`src/rtl/branch_target_predictor.sv`:
```
// Direct-mapped branch target buffer with 2-bit saturating direction counters.
// Define BTB_BYPASS_EN to forward a same-index update into this cycle's lookup.
module branch_target_predictor #(
  parameter int WIDTH   = 16,
  parameter int ENTRIES = 16
) (
  input  logic             clk,
  input  logic             rst,
  input  logic [WIDTH-1:0] fetch_pc,
  output logic             pred_hit,
  output logic             pred_taken,
  output logic [WIDTH-1:0] pred_target,
  input  logic             upd_valid,
  input  logic [WIDTH-1:0] upd_pc,
  input  logic             upd_taken,
  input  logic [WIDTH-1:0] upd_target,
  output logic [15:0]      mispredict_count
);

  localparam int IDX  = $clog2(ENTRIES);
  localparam int TAGW = WIDTH - 1 - IDX;

  logic             valid_q  [ENTRIES];
  logic [TAGW-1:0]  tag_q    [ENTRIES];
  logic [WIDTH-1:0] target_q [ENTRIES];
  logic [1:0]       ctr_q    [ENTRIES];
  logic [15:0]      mispredict_count_q, mispredict_count_d;

  logic [IDX-1:0]   upd_idx, fetch_idx;
  logic [TAGW-1:0]  upd_tag, fetch_tag;

  logic             upd_hit, prior_taken, mispredict, entry_we;
  logic             entry_valid_d;
  logic [TAGW-1:0]  entry_tag_d;
  logic [WIDTH-1:0] entry_target_d;
  logic [1:0]       entry_ctr_d;

  logic             look_valid;
  logic [TAGW-1:0]  look_tag;
  logic [WIDTH-1:0] look_target;
  logic [1:0]       look_ctr;

  // Instructions are word-aligned, so the low PC bit carries no information.
  logic unused_pc_lsb;
  assign unused_pc_lsb = fetch_pc[0] ^ upd_pc[0];

  assign upd_idx   = upd_pc[IDX:1];
  assign upd_tag   = upd_pc[WIDTH-1:IDX+1];
  assign fetch_idx = fetch_pc[IDX:1];
  assign fetch_tag = fetch_pc[WIDTH-1:IDX+1];

  // The *_d entry values are the indexed entry as it will look after this edge.
  always_comb begin
    upd_hit        = valid_q[upd_idx] && (tag_q[upd_idx] == upd_tag);
    prior_taken    = upd_hit && ctr_q[upd_idx][1];
    entry_we       = 1'b0;
    entry_valid_d  = valid_q[upd_idx];
    entry_tag_d    = tag_q[upd_idx];
    entry_target_d = target_q[upd_idx];
    entry_ctr_d    = ctr_q[upd_idx];
    if (upd_valid) begin
      if (upd_hit) begin
        entry_we = 1'b1;
        if (upd_taken) begin
          entry_ctr_d    = (ctr_q[upd_idx] != 2'b11) ? ctr_q[upd_idx] + 2'd1 : 2'b11;
          entry_target_d = upd_target;
        end else begin
          entry_ctr_d = (ctr_q[upd_idx] != 2'b00) ? ctr_q[upd_idx] - 2'd1 : 2'b00;
        end
      end else if (upd_taken) begin
        entry_we       = 1'b1;
        entry_valid_d  = 1'b1;
        entry_tag_d    = upd_tag;
        entry_target_d = upd_target;
        entry_ctr_d    = 2'b10;
      end
    end
    mispredict = upd_valid &&
                 ((prior_taken != upd_taken) ||
                  (prior_taken && (target_q[upd_idx] != upd_target)));
    mispredict_count_d = mispredict_count_q;
    if (mispredict && (mispredict_count_q != 16'hFFFF)) begin
      mispredict_count_d = mispredict_count_q + 16'd1;
    end
  end

  always_ff @(posedge clk) begin
    if (rst) begin
      for (int i = 0; i < ENTRIES; i++) begin
        valid_q[i] <= 1'b0;
        ctr_q[i]   <= 2'b01;
      end
      mispredict_count_q <= 16'd0;
    end else begin
      if (entry_we) begin
        valid_q[upd_idx]  <= entry_valid_d;
        tag_q[upd_idx]    <= entry_tag_d;
        target_q[upd_idx] <= entry_target_d;
        ctr_q[upd_idx]    <= entry_ctr_d;
      end
      mispredict_count_q <= mispredict_count_d;
    end
  end

  always_comb begin
    look_valid  = valid_q[fetch_idx];
    look_tag    = tag_q[fetch_idx];
    look_target = target_q[fetch_idx];
    look_ctr    = ctr_q[fetch_idx];
`ifdef BTB_BYPASS_EN
    if (upd_valid && (upd_idx == fetch_idx)) begin
      look_valid  = entry_valid_d;
      look_tag    = entry_tag_d;
      look_target = entry_target_d;
      look_ctr    = entry_ctr_d;
    end
`endif
    pred_hit    = look_valid && (look_tag == fetch_tag);
    pred_taken  = pred_hit && look_ctr[1];
    pred_target = pred_hit ? look_target : fetch_pc + WIDTH'(2);
  end

  assign mispredict_count = mispredict_count_q;

endmodule
```
`config.mk`:
```
export PLATFORM = sky130hd
export DESIGN_NAME = branch_target_predictor
export DESIGN_NICKNAME = d
export VERILOG_FILES = /design/src/rtl/branch_target_predictor.sv
export SDC_FILE = /design/constraint.sdc
export NUM_CORES = 1
export LEC_CHECK = 0
export ABC_CLOCK_PERIOD_IN_PS = 11500
export CAP_MARGIN = 20
export CORE_ASPECT_RATIO = 1.5
export CORE_UTILIZATION = 40
export DETAILED_ROUTE_END_ITERATION = 8
export DONT_BUFFER_PORTS = 1
export PLACE_DENSITY = 0.64
export REMOVE_ABC_BUFFERS = 1
export SYNTH_ARGS = -nofsm -noshare
export SYNTH_HDL_FRONTEND = slang
export SYNTH_SLANG_ARGS = --single-unit
```
`constraint.sdc`:
```
create_clock -name clk -period 11.5 [get_ports clk]
set_input_delay 2.875 -clock clk [delete_from_list [all_inputs] [get_ports clk]]
set_output_delay 2.875 -clock clk [all_outputs]
set_load 0.01 [all_outputs]
```
==> flow_metrics.py, run 1 <==
metrics = {
    "sta": {
        "maxSlewViolCount": 0,
        "fin_skew_ns": 0.0289,
        "final_hold_viol_count": 0,
        "final-setup-viol-count": 0,
        "grt_setup_unrepaired": "no",
        "period_needed_ns": 9.19,
        "tightest_slew_ns": 1.17,
        "fin_crit_sh_pct": 79.9,
        "fmax_mhz": 109,
        "slew-limit-headroom_pct": 22.0,
        "fin_hold_ws_ns": 0.566,
        "setup-tns-final_ns": 0,
    },
    "worst_setup_path": {
        "slowest_delay_ns": 0.62,
        "crit_path_cell_trace": "inv_2 -> buf_4 -> mux4_2 -> xnor2_1 -> nand4_1 -> nor3_2 -> buf_4 -> mux2_2",
        "cp-start-kind": "input pin",
        "required_ns": 8.63,
        "rr_endpoint": "target_q[3][7]",
        "crit_slowest_cell": "inv_2",
        "r2r_slack_ns": 6.46,
        "r2r_start": "tag_q[4][1]",
        "r2r_cells": 10,
        "worstPathMaxFanout": 26,
        "end_kind": "output pin",
        "crit_arrival_ns": 6.31,
        "cpMostUsedCell": "buf_4",
        "crit_type": "in2out",
    },
    "floorplan": {
        "die_w_um": 207,
        "dieArea_um2": 64300,
        "initial_core_util_pct": 40.6,
        "die_h_um": 310,
        "core.rowCount": 112,
        "core-area_um2": 62400,
        "ioPinCount": 86,
    },
    "power_and_ir_drop": {
        "leakage_nw": 8.76,
        "vdd_ir_drop_max_v": 0.0000936,
        "power_mw": 3.90,
        "power.density_nw_per_um2": 142,
    },
    "clock_network": {
        "cts_hold_buf": 0,
        "cts_resized": 0,
        "htree_levels": 2,
        "cts_tree": "done",
        "cts_sinks": 496,
        "cts-root-buf": "clkbuf_16",
        "cts_buffer_depth": 3,
        "cts.reportedPaths.clkPinSlew_ns": 0.06,
        "clk_latency_ns": 0.58,
        "post-cts-setup-buffer-count": 0,
        "cts_made_buffers": 48,
    },
    "logic_synthesis": {
        "synth_area_um2": 25300,
        "ys_seq_elements": 496,
        "synth_top_cell_by_area": "edfxtp_1",
        "yosysTopAreaCellShare_pct": 57.0,
        "yosysSeqAreaShare_pct": 58.2,
        "yosysUniqueCellTypes": 73,
        "syn_area_per_cell_um2": 16.2,
        "synthArstFlopShare_pct": 0,
        "synth.area.top_cells": "edfxtp_1 (57%), mux4_2 (19%), mux2i_1 (3.8%)",
        "synth_edf_count": 480,
        "synth_warnings": 0,
        "syn_inst": 1561,
        "synth_ff_type": "edfxtp_1",
    },
    "cells_and_area": {
        "layout-drive-gt1-share_pct": 24.8,
        "nets": 1593,
        "antennaDiodeCount": 0,
        "nFillCells": 5328,
        "areaGrowthSynthToFinish_pct": 8.85,
    },
    "global_routing": {
        "antenna_found_initial": 2,
        "grt_overflow_total": 0,
        "grt.total_usage_pct": 23.0,
        "grt_pass1_vias": 15500,
        "grt_max_degree": 157,
        "grt_pass1_wl_um": 106000,
    },
    "placement": {
        "port_buffers": 0,
        "place.gp.congestion": 0.861,
        "hpwl_um": 45400,
    },
    "detailed_routing": {
        "routed_wl_um": 73800,
        "first_pass_iters": 5,
        "vias_per_cell": 6.38,
        "vias": 15100,
        "drc": 0,
        "wl_per_cell_um": 31.1,
        "drtIter0Drc": 1732,
        "antenna_left": 0,
    },
    "hold_path": {
        "whs_endpoint": "mispredict_count[14]",
        "holdCritStartpoint": "mispredict_count[14]",
        "hp-class": "reg2reg",
        "min_path_cells": 2,
    },
    "job": {
        "cap_violations": 0,
    },
    "run_status": {
        "outcome": "complete, no violations",
    },
}
## area by class of cell
| class | instances | area, um^2 | share of cell area, % |
|---|---|---|---|
| clock buffer | 65 | 1310 | 4.74 |
| clock inverter | 20 | 183 | 0.663 |
| inverter | 15 | 58.8 | 0.214 |
| multi-input combinational | 935 | 9940 | 36.1 |
| sequential | 496 | 14700 | 53.5 |
| tap | 798 | 998 | 3.63 |
| timing repair buffer | 43 | 323 | 1.17 |
## kinds of logic after synthesis
group | Yosys count | share of synthesized area (%)
fa+ha+maj | 3 | 0.138
simple gates | 328 | 6.18
xor+xnor | 74 | 2.56
compound gates | 178 | 4.56
buf+inv | 130 | 2.99
mux | 352 | 25.3
flops | 496 | 58.2
## worst max-delay path: cells and delay by family
family	cells	cell delay, ns
buf+inv	3	1.44
mux	2	1.04
simple gates	2	0.74
xor+xnor	1	0.16
## worst max-delay path by stage
stage / startpoint / cells after the start / slack (ns) / end
6_report: fetch_pc[4] / 8 / 2.31 / pred_target[2]
5_1_grt: fetch_pc[4] / 9 / 2.12 / pred_target[3]
4_1_cts: fetch_pc[4] / 8 / 2.31 / pred_target[0]
3_5_place_dp: fetch_pc[4] / 8 / 2.31 / pred_target[0]
3_3_place_gp: fetch_pc[4] / 8 / 2.29 / pred_target[0]
2_1_floorplan: fetch_pc[4] / 6 / 1.81 / pred_target[10]
## cells in the final DEF, fill, tap and decap left out, types with 16 or more instances in the layout
cell,synthesis,layout
a21oi_1,28,28
edfxtp_1,480,480
and3_1,17,17
nand4_1,17,17
xor2_1,28,28
mux4_2,215,215
mux2i_1,96,96
o21ai_0,60,60
a22oi_1,24,24
clkbuf_16,0,49
nor3_1,28,27
mux2_2,28,28
nand3_1,38,38
dfxtp_1,16,16
nand2_1,107,107
xnor2_1,46,46
nor2_1,75,59
buf_4,11,43
nor2_4,0,16
## sequential cells by signal, summed over array words and instances (netlist names)
| register | flops |
|---|---|
| target_q | 256 |
| tag_q | 176 |
| ctr_q | 32 |
| mispredict_count | 16 |
| valid_q | 16 |
## through the flow
| step | std cells | setup WS [ns] | area [um^2] | util (%) |
|---|---|---|---|---|
| after floorplan | 1446 | 1.81 | 24600 | - |
| after detailed placement | 2285 | 2.31 | 26000 | 41.8 |
| after CTS | 2370 | 2.31 | 27500 | 44.1 |
| final | 2372 | 2.31 | 27500 | 44.2 |
| after global placement | 2285 | 2.29 | 26000 | 41.8 |
| after global routing | 2372 | 2.12 | 27500 | 44.2 |
## metal layers
layer  global-route usage [%]  part of all wire, %  vias to the layer above
met5                        0                0.031                        -
met4                     13.4                  6.1                        4
met3                     4.57                  8.3                      189
met2                     39.4                   50                      753
met1                     27.1                   35                     7895
li1                         -                    -                     6300
## power breakdown
group	switching, mW	internal (mW)	total, mW
Sequential	0.00715	2.03	2.04
Combinational	0.193	0.154	0.347
Clock	0.674	0.845	1.52
## synth_stat cells (11+ instances only)
master,count
nor3_1,28
o21ai_0,60
xnor2_1,46
nand2_1,107
buf_2,21
clkbuf_1,44
a21oi_1,28
and3_1,17
mux2i_1,96
buf_4,11
mux2_2,28
a22oi_1,24
mux4_2,215
inv_1,13
buf_6,13
nand4_1,17
nor2_1,75
edfxtp_1,480
xor2_1,28
dfxtp_1,16
o22ai_1,12
nand3_1,38
buf_1,18
Note: power is estimated with default switching activity, not from simulation.
==> inputs of run 2 (changes only) <==
ABC_CLOCK_PERIOD_IN_PS = 7600   (was 11500)
PLACE_DENSITY = 0.66   (was 0.64)
clock period = 7.6 ns   (was 11.5 ns; I/O delays follow)
==> flow_metrics.py, run 2 (same netlist as run 1, synthesis figures left out) <==
metrics = {
    "run_status": {
        "outcome": "complete, no violations",
    },
    "power_and_ir_drop": {
        "internal-power_mw": 4.50,
        "power_mw": 5.83,
        "pwr-share-clk_pct": 38.1,
        "p_comb_share_pct": 9.1,
        "p_sw_mw": 1.32,
        "vdd_ir_drop_max_v": 0.000192,
        "p_sw_share_pct": 22.7,
        "p_seq_share_pct": 52.9,
        "power.density_nw_per_um2": 210,
        "leakage_nw": 8.83,
    },
    "sta": {
        "final-setup-viol-count": 0,
        "period_needed_ns": 6.47,
        "final_hold_viol_count": 0,
        "fin_skew_ns": 0.0234,
        "fmax_mhz": 155,
        "slew-limit-headroom_pct": 29.5,
        "maxSlewViolCount": 0,
        "setup-tns-final_ns": 0,
        "grt_setup_unrepaired": "no",
        "fin_crit_sh_pct": 85.1,
        "final.setup.worst_slack_ns": 1.13,
        "tightest_slew_ns": 1.06,
    },
    "global_routing": {
        "antenna_found_initial": 2,
        "grt.total_usage_pct": 23.1,
        "grt_pass1_wl_um": 107000,
        "grt_max_degree": 157,
        "grt_overflow_total": 0,
        "grt_pass1_vias": 15500,
    },
    "clock_network": {
        "cts_tree": "done",
        "htree_levels": 2,
        "cts_hold_buf": 0,
        "cts_buffer_depth": 3,
        "cts-root-buf": "clkbuf_16",
        "cts.reportedPaths.clkPinSlew_ns": 0.06,
        "clk_latency_ns": 0.59,
        "cts_resized": 0,
        "cts_sinks": 496,
        "cts_made_buffers": 47,
        "post-cts-setup-buffer-count": 0,
    },
    "cells_and_area": {
        "post-route-util_pct": 44.4,
        "multi_input_area_um2": 9940,
        "final_common_cell": "edfxtp_1",
        "nFillCells": 5300,
        "final_cell_mix": "edfxtp_1 (480), mux4_2 (215), nand2_1 (107), mux2i_1 (96), o21ai_0 (60)",
        "seqCellArea_um2": 14700,
        "areaGrowthSynthToFinish_pct": 9.47,
        "layout-drive-gt1-share_pct": 25.2,
        "largest_register_ffs": 256,
        "antennaDiodeCount": 0,
        "nets": 1603,
        "largest_registers": "target_q (256), tag_q (176), ctr_q (32)",
        "regMostFlops": "target_q",
    },
    "placement": {
        "hpwl_um": 45800,
        "place.gp.congestion": 0.848,
        "post-place-ws_ns": 1.18,
        "port_buffers": 0,
    },
    "floorplan": {
        "ioPinCount": 86,
        "core-area_um2": 62400,
        "die_h_um": 310,
        "core.rowCount": 112,
        "dieArea_um2": 64300,
        "die_w_um": 207,
        "initial_core_util_pct": 40.6,
    },
    "worst_setup_path": {
        "cp-start-kind": "input pin",
        "crit_type": "in2out",
        "critPathLaunch": "fetch_pc[1]",
        "r2r_start": "tag_q[5][3]",
        "required_ns": 5.70,
        "end_kind": "output pin",
        "crit_arrival_ns": 4.57,
        "worstPathMaxFanout": 119,
    },
    "detailed_routing": {
        "antenna_left": 0,
        "first_pass_iters": 8,
        "vias": 15200,
        "wl_per_cell_um": 31.0,
        "vias_per_cell": 6.40,
        "drc": 0,
        "drtIter0Drc": 1691,
        "routed_wl_um": 73900,
    },
    "hold_path": {
        "holdCritStartpoint": "mispredict_count[14]",
        "hp-class": "reg2reg",
    },
    "job": {
        "cap_violations": 0,
    },
}
run 2: worst paths after layout:
kind | end | slack (ns) | depth (start not counted)
max | pred_target[2] | 1.13 | 7
min | mispredict_count[14] | 0.57 | 2
max reg2reg | target_q[6][9] | 2.90 | 10
min reg2reg | mispredict_count[14] | 0.57 | 2
run 2: worst max-delay path, stage by stage:
cell and delay, ns:
mux4_2 0.57, mux4_2 0.55, xnor2_1 0.17, nand4_1 0.16
nor3_2 0.24, buf_4 0.33, mux2_2 0.44
run 2: metal layers:
metal  vias to the layer above  global-route usage, %  routed length (um)
li1                       6329                      -                   -
met3                       187                   5.16                6380
met2                       713                   40.6               37600
met1                      8005                   26.2               25700
met4                         2                   12.6                4200
met5                         -                      0                  13
run 2: stage by stage:
stage	cell area, um^2	instances	hold slack (ns)
finish	27700	2379	0.566
global route	27700	2379	0.609
CTS	27700	2376	0.562
detailed placement	26300	2295	0.553
global placement	26300	2294	0.544
floorplan	24600	1446	0.516
run 2: power groups by stage:
stage | Clock (mW) | Combinational (mW) | Sequential (mW)
3_3_place_gp | 0 | 0.512 | 3.14
4_1_cts | 2.24 | 0.525 | 3.08
2_1_floorplan | 0 | 0.358 | 3.14
3_5_place_dp | 0 | 0.524 | 3.14
5_1_grt | 2.33 | 0.559 | 3.08
6_report | 2.22 | 0.530 | 3.08
run 2: final cells by class:
type | instances | area share [%]
clock buffers | 59 | 4.49
clock inverters | 22 | 0.623
inverters | 15 | 0.212
multi-input cells | 935 | 35.9
flip-flops and latches | 496 | 53.2
well taps | 798 | 3.60
repair buffers | 54 | 2.01
